$ cat src/rtl/ghost_mover.sv
// Tile-grid sprite mover: accepts a one-tile target, validates it, then walks 1 pixel per STEP_DIV clocks.
// Optional wall rejection is enabled by defining GHOST_MOVER_WALL_CHECK_EN.

`ifndef WIDTH
`define WIDTH 560
`endif
`ifndef HEIGHT
`define HEIGHT 620
`endif
`ifndef TILE_COL_NUM
`define TILE_COL_NUM 28
`endif
`ifndef TILE_ROW_NUM
`define TILE_ROW_NUM 31
`endif
`ifndef DIR_UP
`define DIR_UP 2'd0
`endif
`ifndef DIR_DOWN
`define DIR_DOWN 2'd1
`endif
`ifndef DIR_LEFT
`define DIR_LEFT 2'd2
`endif
`ifndef DIR_RIGHT
`define DIR_RIGHT 2'd3
`endif

module ghost_mover #(
    parameter int RESET_X  = 20,
    parameter int RESET_Y  = 160,
    parameter int TILE     = 20,
    parameter int STEP_DIV = 4
) (
    input  logic                                    clk,
    input  logic                                    reset,
    input  logic                                    req_valid,
    input  logic [$clog2(`WIDTH)-1:0]               req_x,
    input  logic [$clog2(`HEIGHT)-1:0]              req_y,
    input  logic [1:0]                              req_dir,
    output logic                                    req_ready,
    input  logic                                    freeze,
    input  logic [`TILE_ROW_NUM*`TILE_COL_NUM-1:0]  tilemap_walls,
    output logic [$clog2(`WIDTH)-1:0]               x,
    output logic [$clog2(`HEIGHT)-1:0]              y,
    output logic [1:0]                              direction,
    output logic                                    moving,
    output logic                                    arrived,
    output logic                                    blocked
);

    localparam int XW = $clog2(`WIDTH);
    localparam int YW = $clog2(`HEIGHT);
    localparam int CW = (STEP_DIV > 1) ? $clog2(STEP_DIV) : 1;
    localparam int NT = `TILE_ROW_NUM * `TILE_COL_NUM;
    localparam int IW = $clog2(NT);
    localparam logic [CW-1:0] CNT_MAX = CW'(STEP_DIV - 1);

    typedef enum logic [1:0] {
        S_IDLE  = 2'd0,
        S_CHECK = 2'd1,
        S_MOVE  = 2'd2
    } state_t;

    state_t          state_q, state_d;
    logic [XW-1:0]   tx_q, tx_d, x_q, x_d, nx_s;
    logic [YW-1:0]   ty_q, ty_d, y_q, y_d, ny_s;
    logic [1:0]      tdir_q, tdir_d, dir_q, dir_d;
    logic [CW-1:0]   cnt_q, cnt_d;
    logic            arrived_q, arrived_d, blocked_q, blocked_d;
    logic [31:0]     x32_s, y32_s, tx32_s, ty32_s;
    logic            on_grid_s, in_range_s, same_s, h_ok_s, v_ok_s, wall_hit_s, legal_s;
    logic            step_s, at_target_s;

    // Target legality, evaluated against the latched request during CHECK
    always_comb begin
        x32_s      = 32'(x_q);
        y32_s      = 32'(y_q);
        tx32_s     = 32'(tx_q);
        ty32_s     = 32'(ty_q);
        on_grid_s  = ((tx32_s % 32'(TILE)) == 32'd0) && ((ty32_s % 32'(TILE)) == 32'd0);
        in_range_s = (tx32_s <= 32'(`WIDTH - TILE)) && (ty32_s <= 32'(`HEIGHT - TILE));
        same_s     = (tx32_s == x32_s) && (ty32_s == y32_s);
        h_ok_s     = (ty32_s == y32_s) &&
                     (((tx32_s == x32_s + 32'(TILE)) && (tdir_q == `DIR_RIGHT)) ||
                      ((x32_s >= 32'(TILE)) && (tx32_s == x32_s - 32'(TILE)) && (tdir_q == `DIR_LEFT)));
        v_ok_s     = (tx32_s == x32_s) &&
                     (((ty32_s == y32_s + 32'(TILE)) && (tdir_q == `DIR_DOWN)) ||
                      ((y32_s >= 32'(TILE)) && (ty32_s == y32_s - 32'(TILE)) && (tdir_q == `DIR_UP)));
        legal_s    = on_grid_s && in_range_s && (same_s || h_ok_s || v_ok_s) && !wall_hit_s;
    end

`ifdef GHOST_MOVER_WALL_CHECK_EN
    logic [IW-1:0] wall_idx_s;
    // Wall lookup; index is only meaningful when the target is in range
    always_comb begin
        wall_idx_s = IW'((ty32_s / 32'(TILE)) * 32'(`TILE_COL_NUM) + (tx32_s / 32'(TILE)));
        wall_hit_s = in_range_s && tilemap_walls[wall_idx_s];
    end
`else
    logic unused_walls_s;
    assign unused_walls_s = ^tilemap_walls;
    assign wall_hit_s     = 1'b0;
`endif

    // One-pixel step toward the target along the committed direction
    always_comb begin
        nx_s = x_q;
        ny_s = y_q;
        case (dir_q)
            `DIR_RIGHT: nx_s = x_q + XW'(1);
            `DIR_LEFT:  nx_s = x_q - XW'(1);
            `DIR_DOWN:  ny_s = y_q + YW'(1);
            `DIR_UP:    ny_s = y_q - YW'(1);
            default:    nx_s = x_q;
        endcase
        step_s      = (state_q == S_MOVE) && !freeze && (cnt_q == CNT_MAX);
        at_target_s = (nx_s == tx_q) && (ny_s == ty_q);
    end

    // FSM state register
    always_ff @(posedge clk) begin
        if (reset) begin
            state_q <= S_IDLE;
        end else begin
            state_q <= state_d;
        end
    end

    // FSM next-state logic
    always_comb begin
        state_d = state_q;
        case (state_q)
            S_IDLE: begin
                if (req_valid) state_d = S_CHECK;
                else           state_d = S_IDLE;
            end
            S_CHECK: begin
                if (legal_s && !same_s) state_d = S_MOVE;
                else                    state_d = S_IDLE;
            end
            S_MOVE: begin
                if (step_s && at_target_s) state_d = S_IDLE;
                else                       state_d = S_MOVE;
            end
            default: state_d = S_IDLE;
        endcase
    end

    // FSM-decoded outputs; ready is withheld while reset is asserted
    always_comb begin
        req_ready = (state_q == S_IDLE) && !reset;
        moving    = (state_q == S_MOVE);
    end

    // Datapath next-state: target latch, position, direction, step counter, pulses
    always_comb begin
        tx_d      = tx_q;
        ty_d      = ty_q;
        tdir_d    = tdir_q;
        x_d       = x_q;
        y_d       = y_q;
        dir_d     = dir_q;
        cnt_d     = cnt_q;
        arrived_d = 1'b0;
        blocked_d = 1'b0;
        case (state_q)
            S_IDLE: begin
                if (req_valid) begin
                    tx_d   = req_x;
                    ty_d   = req_y;
                    tdir_d = req_dir;
                end else begin
                    tx_d   = tx_q;
                end
            end
            S_CHECK: begin
                if (!legal_s) begin
                    blocked_d = 1'b1;
                end else if (same_s) begin
                    arrived_d = 1'b1;
                end else begin
                    dir_d = tdir_q;
                    cnt_d = '0;
                end
            end
            S_MOVE: begin
                if (freeze) begin
                    cnt_d = cnt_q;
                end else if (cnt_q == CNT_MAX) begin
                    cnt_d     = '0;
                    x_d       = nx_s;
                    y_d       = ny_s;
                    arrived_d = at_target_s;
                end else begin
                    cnt_d = cnt_q + CW'(1);
                end
            end
            default: cnt_d = '0;
        endcase
    end

    // Datapath registers
    always_ff @(posedge clk) begin
        if (reset) begin
            tx_q      <= XW'(RESET_X);
            ty_q      <= YW'(RESET_Y);
            tdir_q    <= `DIR_RIGHT;
            x_q       <= XW'(RESET_X);
            y_q       <= YW'(RESET_Y);
            dir_q     <= `DIR_RIGHT;
            cnt_q     <= '0;
            arrived_q <= 1'b0;
            blocked_q <= 1'b0;
        end else begin
            tx_q      <= tx_d;
            ty_q      <= ty_d;
            tdir_q    <= tdir_d;
            x_q       <= x_d;
            y_q       <= y_d;
            dir_q     <= dir_d;
            cnt_q     <= cnt_d;
            arrived_q <= arrived_d;
            blocked_q <= blocked_d;
        end
    end

    assign x         = x_q;
    assign y         = y_q;
    assign direction = dir_q;
    assign arrived   = arrived_q;
    assign blocked   = blocked_q;

endmodule

$ cat config.mk
export PLATFORM = sky130hd
export DESIGN_NAME = ghost_mover
export DESIGN_NICKNAME = d
export VERILOG_FILES = /design/src/rtl/ghost_mover.sv
export SDC_FILE = /design/constraint.sdc
export NUM_CORES = 1
export LEC_CHECK = 0
export CORE_AREA = 3 3 358 360
export DETAILED_ROUTE_END_ITERATION = 10
export DIE_AREA = 0 0 361 363
export PLACE_DENSITY = 0.3
export SETUP_SLACK_MARGIN = 0.02
export SLEW_MARGIN = 20
export SYNTH_ARGS = -nofsm -noshare
export SYNTH_HDL_FRONTEND = slang
export SYNTH_SLANG_ARGS = --single-unit
$ cat constraint.sdc
create_clock -name clk -period 10.64 [get_ports clk]
set_clock_uncertainty 0.1 [all_clocks]
set_input_delay 2.128 -clock clk [delete_from_list [all_inputs] [get_ports clk]]
set_output_delay 2.128 -clock clk [all_outputs]
set_load 0.03 [all_outputs]
==> impl_metrics.toml, run 1 <==
[critical_path]
crit_fanout = 35
critPathLaunchType = "primary input"
cp.arrival_ns = 3.66
end_kind = "primary output"
worstPathRequired_ns = 8.41
path_class = "in2out"

[cells_and_area]
diodes = 0
layout.cells.non_filler = 2494
utilization_pct = 6.81
final_common_cell = "nand2_1"
fillers = 14755
drive_above_1_share_pct = 5.92
area_growth_pct = 43.3
ff_latch_area_um2 = 1000
final_area_um2 = 8540
final_cell_mix = "nand2_1 (97), a21oi_1 (75), nor2_1 (58)"
final_nets = 1768
multiInputGateArea_um2 = 4600

[route]
drtIter0Drc = 356
vias = 6182
wirelength_um = 27400
drt_pre_antenna_iters = 5
viasPerCell = 2.48
antenna_left = 0
wl_per_cell_um = 11.0
drc_errors = 0

[yosys]
synth_top_area_share_pct = 16.8
synth.avg_cell_area_um2 = 7.20
synth_top_cell_by_area = "dfxtp_1"
syn_area_um2 = 5960
yosys_most_used_dff = "dfxtp_1"
syn_nets = 1753
synth_seq_cells = 50
netlist_top_cells_area = "dfxtp_1 (17%), xnor2_1 (6.9%), a21oi_1 (6.3%), nand2_1 (6.1%), ha_1 (6.1%)"
synth.area.mux_share_pct = 2.92
yosysUniqueCellTypes = 92
synthCells = 828
synth_xor_area_share_pct = 10.7
synthArstFlopShare_pct = 0
synth-warning-count = 0
synth_top_family_by_area = "compound AO/OA/AOI/OAI gates"
synth-compound-area-share_pct = 29.8
yosys.area_share.simple_pct = 26.5
synth-edff-count = 0
synthAdderAreaFrac_pct = 7.26
seq_area_frac_synth_pct = 16.8

[sta]
final.setup.worst_slack_ns = 4.75
post-route-min-period_ns = 5.89
fin_setup_tns_ns = 0
period_share_pct = 55.3
finalHoldViolations = 0
setup_viol = 0
slew_headroom_pct = 33.7
tightestPinTransition_ns = 0.992
finalMaxSlewViolations = 0
max_freq_mhz = 170
rsz0062_at_grt = "no"

[die]
core_region_area_um2 = 125000
core.rowCount = 130
dieArea_um2 = 131000
start_util_pct = 4.75
die_height_um = 363
io_pins = 920
die_x_um = 361

[cts]
clk_pin_slew_ns = 0.08
clk_latency_ns = 0.30
cts_hold_buf = 0
ctsRootBufferMaster = "clkbuf_16"
clockBufferDepth = 2
cts_buffers = 5
post_cts_buffers = 0
clock_sinks = 50
cts_resized = 0
htree_num_levels = 2
cts_tree = "built"

[placement]
dp_cells = 2486
hpwl_um = 20900
port_buffers = 51
post_dp_cell_area_um2 = 8390
gp_congestion = 0.693
pre_cts_slack_ns = 4.70

[power_and_ir_drop]
peakVddDrop_uv = 51.3
p_leak_nw = 2.60
p_per_area_nw_per_um2 = 71.2

[hold_path]
hp-class = "reg2reg"

[grt]
grt_pass1_vias = 6090
grt_usage_pct = 4.11
antenna_found_initial = 3
grt_pass1_wl_um = 41100
grt_overflow = 0
grt_start_max_net_pins = 44

[flow_run]
drv_cap = 0

[outcome]
status = "finished, final reports clean"
==> area by class of cell <==
type                       instances  area share, %
sequential                        50           11.7
clock buffer                       6           1.63
tap                             1650           24.2
clock inverter                     2          0.146
inverter                          36           1.58
multi-input combinational        688           53.9
timing repair buffer              62           6.89
==> cell usage after synthesis (4+ instances only) <==
library cell / count
a2111oi_0: 6
a211oi_1: 15
a21o_1: 7
a21oi_1: 75
a221o_1: 4
a31o_2: 5
a31oi_1: 11
and2_1: 7
and3_1: 7
buf_1: 6
buf_2: 8
clkbuf_1: 38
dfxtp_1: 50
ha_1: 29
inv_1: 34
mux2i_1: 14
nand2_1: 97
nand2b_1: 9
nand3_1: 33
nand4_1: 11
nand4b_1: 5
nor2_1: 58
nor2b_1: 12
nor3_1: 32
nor3b_1: 4
nor4_1: 10
nor4b_1: 4
o211a_1: 5
o211ai_1: 17
o21ai_0: 34
o21bai_1: 4
o221ai_1: 5
o22ai_1: 5
o31ai_1: 6
or3_1: 5
xnor2_1: 47
xor2_1: 23
==> kinds of logic (layout without fill, tap and decap cells) <==
group / Yosys count / count (layout)
AND/OR/NAND/NOR: 315 / 315
AO/OA/AOI/OAI: 251 / 251
buffers and inverters: 90 / 106
XOR/XNOR: 71 / 71
flip-flops: 50 / 50
adder cells (fa/ha/maj): 34 / 34
multiplexers: 17 / 17
==> critical path: stages <==
cell	delay, ns
buf_2	0.71
nor2b_1	0.12
clkdlybuf4s50_1	0.69
==> flip-flops by register name (all words and copies together) (netlist names) <==
signal and cells:
state_q 2, cnt_q 2, arrived 1, x 10
ty_q 10, y 10, direction 2, tx_q 10
blocked 1, tdir_q 2
==> stage by stage <==
step / total power [mW] / hold slack (ns)
floorplan: 0.363 / 0.338
global placement: 0.437 / 0.365
detailed placement: 0.432 / 0.358
CTS: 0.619 / 0.373
global route: 0.650 / 0.396
finish: 0.608 / 0.369
==> metal layers <==
layer | vias to the layer above | part of all wire [%] | track usage [%]
li1 | 3093 | - | -
met1 | 2950 | 56 | 6.55
met2 | 123 | 39 | 5.86
met3 | 16 | 3.1 | 0.481
met4 | 0 | 1.1 | 0.628
met5 | - | 0 | 0
==> where the power goes <==
group / leakage, nW / internal, mW / total (mW) / switching, mW
logic: 2.12 / 0.0854 / 0.215 / 0.130
registers: 0.408 / 0.193 / 0.211 / 0.0181
clock network: 0.0729 / 0.0939 / 0.181 / 0.0874
total: 2.60 / 0.372 / 0.608 / 0.236
==> path summary, 6_finish.rpt <==
check | from | to | slack [ns] | cells past startpoint
min | cnt_q[1] | cnt_q[1] | 0.37 | 2
max | reset | req_ready | 4.75 | 3
min reg2reg | cnt_q[1] | cnt_q[1] | 0.37 | 2
max reg2reg | tx_q[8] | cnt_q[1] | 5.13 | 14
No activity file was read; power rests on OpenSTA's default activity.
==> run 2: changes to the inputs <==
--- a/config.mk
+++ b/config.mk
@@ -5,9 +5,9 @@
 export SDC_FILE = /design/constraint.sdc
 export NUM_CORES = 1
 export LEC_CHECK = 0
-export CORE_AREA = 3 3 358 360
+export CORE_AREA = 3 3 362 364
 export DETAILED_ROUTE_END_ITERATION = 10
-export DIE_AREA = 0 0 361 363
+export DIE_AREA = 0 0 365 367
 export PLACE_DENSITY = 0.3
 export SETUP_SLACK_MARGIN = 0.02
 export SLEW_MARGIN = 20
==> constraint.sdc (replaced) <==
create_clock -name clk -period 6 [get_ports clk]
set_clock_uncertainty 0.1 [all_clocks]
set_input_delay 1.2 -clock clk [delete_from_list [all_inputs] [get_ports clk]]
set_output_delay 1.2 -clock clk [all_outputs]
set_load 0.03 [all_outputs]
==> run 2 against run 1 <==
  * Sequential share of layout area decreased by 0.14 points
  * Clock power increased by 100%
  * Critical path depth increased by 11
  * Non-clock buffer count increased by 9
==> impl_metrics.toml, run 2 (same netlist as run 1, synthesis figures left out) <==
[grt]
grt_start_max_net_pins = 36
grt-busiest-layer = "met1"
use_met1_pct = 6.44
grt_use_met2_pct = 5.59
grt_pass1_vias = 5982
use_met3_pct = 0.575
grt_overflow = 0
grt_pass1_wl_um = 40900
antenna_found_initial = 1
grt_usage_pct = 4.03

[sta]
max_freq_mhz = 202
setup_viol = 0
finalHoldViolations = 0
final.setup.worst_slack_ns = 1.06
fin_setup_tns_ns = 0
slew_headroom_pct = 38.5
rsz0062_at_grt = "no"
tightestPinTransition_ns = 0.922
period_share_pct = 82.4
post-route-min-period_ns = 4.94
finalMaxSlewViolations = 0

[power_and_ir_drop]
p_leak_nw = 2.65
design_power_total_mw = 1.13
p_per_area_nw_per_um2 = 131
peakVddDrop_uv = 99.8

[cts]
clockBufferDepth = 2
post_cts_buffers = 0
htree_num_levels = 2
clock_sinks = 50
clk_latency_ns = 0.32
cts_buffers = 5
cts_hold_buf = 0
ctsRootBufferMaster = "clkbuf_16"
cts_tree = "built"
clk_pin_slew_ns = 0.08
cts_resized = 0

[critical_path]
cp.arrival_ns = 5.09
worstPathRequired_ns = 6.15
end_kind = "flip-flop"
crit_fanout = 10
crit_chain = "nor2_1, inv_1, ha_1, and2b_1, a22o_1, a211oi_2, a21oi_1, o211ai_4, xnor2_1, a311o_1, or4_4, a211oi_4, a31o_2, mux2i_1"
crit_buf_inv = 1
path_class = "reg2reg"
path_delay_family = "compound AO/OA/AOI/OAI gates"
critPathMaxStageDelay_ns = 0.63
crit_slowest_cell = "a211oi_2"
critPathLaunchType = "flip-flop"

[die]
die_height_um = 367
start_util_pct = 4.67
io_pins = 920
dieArea_um2 = 134000
die_x_um = 365
core_region_area_um2 = 128000
core.rowCount = 131

[cells_and_area]
layout.cells.non_filler = 2518
final_common_cell = "nand2_1"
final_cell_mix = "nand2_1 (97), a21oi_1 (75), nor2_1 (58)"
drive_above_1_share_pct = 6.80
area_growth_pct = 45.0
final_nets = 1777

[flow_run]
drv_cap = 0

[placement]
dp_cells = 2507
gp_congestion = 0.700
port_buffers = 51
hpwl_um = 21200
pre_cts_slack_ns = 1.06

[route]
viasPerCell = 2.48
drt_pre_antenna_iters = 5
drtIter0Drc = 367
drc_errors = 0
wirelength_um = 27600
vias = 6236
wl_per_cell_um = 11.0
antenna_left = 0

[outcome]
status = "finished, final reports clean"

[hold_path]
hp-class = "reg2reg"
==> run 2: through the flow <==
step	cell area [µm²]	hold slack (ns)	util, %
after global placement	8470	0.361	6.64
after detailed placement	8470	0.362	6.64
final	8650	0.370	6.77
after global routing	8640	0.427	6.77
after CTS	8640	0.374	6.77
after floorplan	5960	0.338	-
==> run 2: final cells by class <==
| type | count | area [µm²] |
|---|---|---|
| multi-input combinational | 688 | 4600 |
| tap | 1662 | 2080 |
| clock inverter | 2 | 37.5 |
| antenna | 3 | 7.51 |
| fill | 14986 | 119000 |
| timing repair buffer | 71 | 656 |
| sequential | 50 | 1000 |
| clock buffer | 6 | 129 |
| inverter | 36 | 135 |
==> run 2: final timing paths <==
path                 start        to  slack [ns]  cells past startpoint
setup / recovery   ty_q[7]  cnt_q[0]        1.06                     14
hold / removal    cnt_q[1]  cnt_q[1]        0.37                      2
setup reg to reg   ty_q[7]  cnt_q[0]        1.06                     14
hold reg to reg   cnt_q[1]  cnt_q[1]        0.37                      2
==> run 2: power by group <==
part	total (mW)	switching, mW	internal [mW]	leakage [nW]
sequential	0.372	0.0304	0.342	0.408
clock	0.362	0.164	0.198	0.0771
combinational	0.398	0.237	0.161	2.16
==> run 2: routing by layer <==
layer	wire, µm	vias up
met5	0	-
met4	315	0
met3	891	16
met2	10900	138
met1	15500	2976
li1	-	3106
==> run 2: tightest hold or removal path: cells and delay by family, from the launching register on <==
family / cells / cell delay [ns]
and+or+nand+nor: 1 / 0.05
DFF: 1 / 0.32
muxes: 1 / 0.05
==> run 3: changes to the inputs <==
==> constraint.sdc (replaced) <==
create_clock -name clk -period 5 [get_ports clk]
set_clock_uncertainty 0.1 [all_clocks]
set_input_delay 1 -clock clk [delete_from_list [all_inputs] [get_ports clk]]
set_output_delay 1 -clock clk [all_outputs]
set_load 0.03 [all_outputs]
==> run 3 against run 2 <==
  * Via count increased by 0.19%
  * Critical path depth increased by 1
  * Global-route usage about the same
  * Non-clock buffer count increased by 17
  * Worst hold slack improved by 0.0092 ns
  * Count of clock-buffer cells in the layout increased by 1
  * Register-to-register slack got worse by 0.60 ns
  * Die area unchanged
  * Fmax increased by 8.8%
  * First-iteration DRC count increased by 17%
  * Setup slack got worse by 0.60 ns
  * Clock power increased by 2%
==> impl_metrics.toml, run 3 (same netlist as run 1, synthesis figures left out) <==
[outcome]
status = "finished, final reports clean"

[cts]
clk_pin_slew_ns = 0.07
cts_tree = "built"
ctsRootBufferMaster = "clkbuf_16"
htree_num_levels = 2
clk_latency_ns = 0.33
clock_sinks = 50
cts_hold_buf = 0
cts_buffers = 5
clockBufferDepth = 2

[sta]
rsz0062_at_grt = "no"
fin_setup_tns_ns = 0
finalHoldWorstSlack_ns = 0.379
tightestPinTransition_ns = 0.959
post-route-min-period_ns = 4.54
finalMaxSlewViolations = 0
slew_headroom_pct = 36.1
setup_viol = 0
max_freq_mhz = 220
period_share_pct = 90.9
finalHoldViolations = 0

[power_and_ir_drop]
peakVddDrop_uv = 118
p_per_area_nw_per_um2 = 150
p_leak_nw = 2.72

[grt]
grt_overflow = 0
grt_pass1_wl_um = 41200
antenna_found_initial = 1
grt_pass1_vias = 6100
grt_start_max_net_pins = 35
grt_usage_pct = 4.07

[placement]
port_buffers = 51
post_dp_cell_area_um2 = 8580
gp_congestion = 0.705
hpwl_um = 21600

[critical_path]
end_kind = "flip-flop"
worstPathRequired_ns = 5.11
critPathLaunchType = "flip-flop"
cp.arrival_ns = 4.65
crit_fanout = 8
path_class = "reg2reg"

[cells_and_area]
final_common_cell = "nand2_1"
fillers = 14983
final_area_um2 = 8750
final_cell_mix = "nand2_1 (97), a21oi_1 (75), nor2_1 (58)"
area_growth_pct = 46.9
final_nets = 1794
drive_above_1_share_pct = 8.52

[route]
antenna_left = 0
wirelength_um = 27700
viasPerCell = 2.47
drc_errors = 0
wl_per_cell_um = 10.9
drt_pre_antenna_iters = 5
drtIter0Drc = 430
vias = 6248

[die]
die_height_um = 367
start_util_pct = 4.67
core.rowCount = 131
dieArea_um2 = 134000
die_x_um = 365
io_pins = 920
core_region_area_um2 = 128000

[hold_path]
hp-class = "reg2reg"

[flow_run]
drv_cap = 0
## run 3: timing repair
item | in CTS | in global routing
buffers inserted | 0 | 3
resized for setup | 0 | 5
setup endpoints to repair | 0 | 6
## run 3: worst max-delay path: stages, from the launching register on
cell      delay, ns
dfxtp_1        0.31
nor2_1         0.16
inv_1          0.13
ha_1           0.42
nand3b_1       0.22
or4b_4         0.51
and3_1         0.19
or4_1          0.56
a31oi_2        0.33
o32ai_1        0.25
a31o_2         0.29
o31ai_1        0.27
mux2i_1        0.12
buf_4          0.18
a41o_1         0.21
and3_1         0.19
## run 3: path summary, 6_finish.rpt
path | from | endpoint | slack [ns] | cells past startpoint
hold reg to reg | cnt_q[1] | cnt_q[1] | 0.38 | 2
setup / recovery | tx_q[7] | arrived | 0.46 | 15
setup reg to reg | tx_q[7] | arrived | 0.46 | 15
hold / removal | cnt_q[1] | cnt_q[1] | 0.38 | 2
## run 3: layer usage
layer	part of all wire, %	up-vias	track usage (%)
met5	0	-	0
met4	0.80	0	0.630
li1	-	3158	-
met3	4.0	11	0.774
met2	40	106	5.65
met1	55	2973	6.43
## run 3: metrics by stage
stage,setup slack [ns],std cells,power [mW],util (%)
final,0.457,2533,1.31,6.86
after global routing,0.125,2531,1.40,6.85
after CTS,0.145,2528,1.33,6.82
after detailed placement,0.179,2521,0.943,6.72
after global placement,0.107,2521,0.955,6.72
after floorplan,0.515,828,0.773,-
## run 3: power breakdown
group / internal (mW) / total [mW] / switching [mW]
logic: 0.206 / 0.505 / 0.299
clock network: 0.185 / 0.370 / 0.185
registers: 0.410 / 0.435 / 0.0245
total: 0.802 / 1.31 / 0.509
## run 3: area by class of cell
cell class | instances | area [µm²] | share of cell area, %
Sequential cell | 50 | 1000 | 11.4
Clock buffer | 7 | 133 | 1.51
Multi-Input combinational cell | 688 | 4620 | 52.8
Tap cell | 1662 | 2080 | 23.8
Inverter | 36 | 135 | 1.54
Timing Repair Buffer | 88 | 783 | 8.95
Antenna cell | 2 | 5.00 | 0.0572
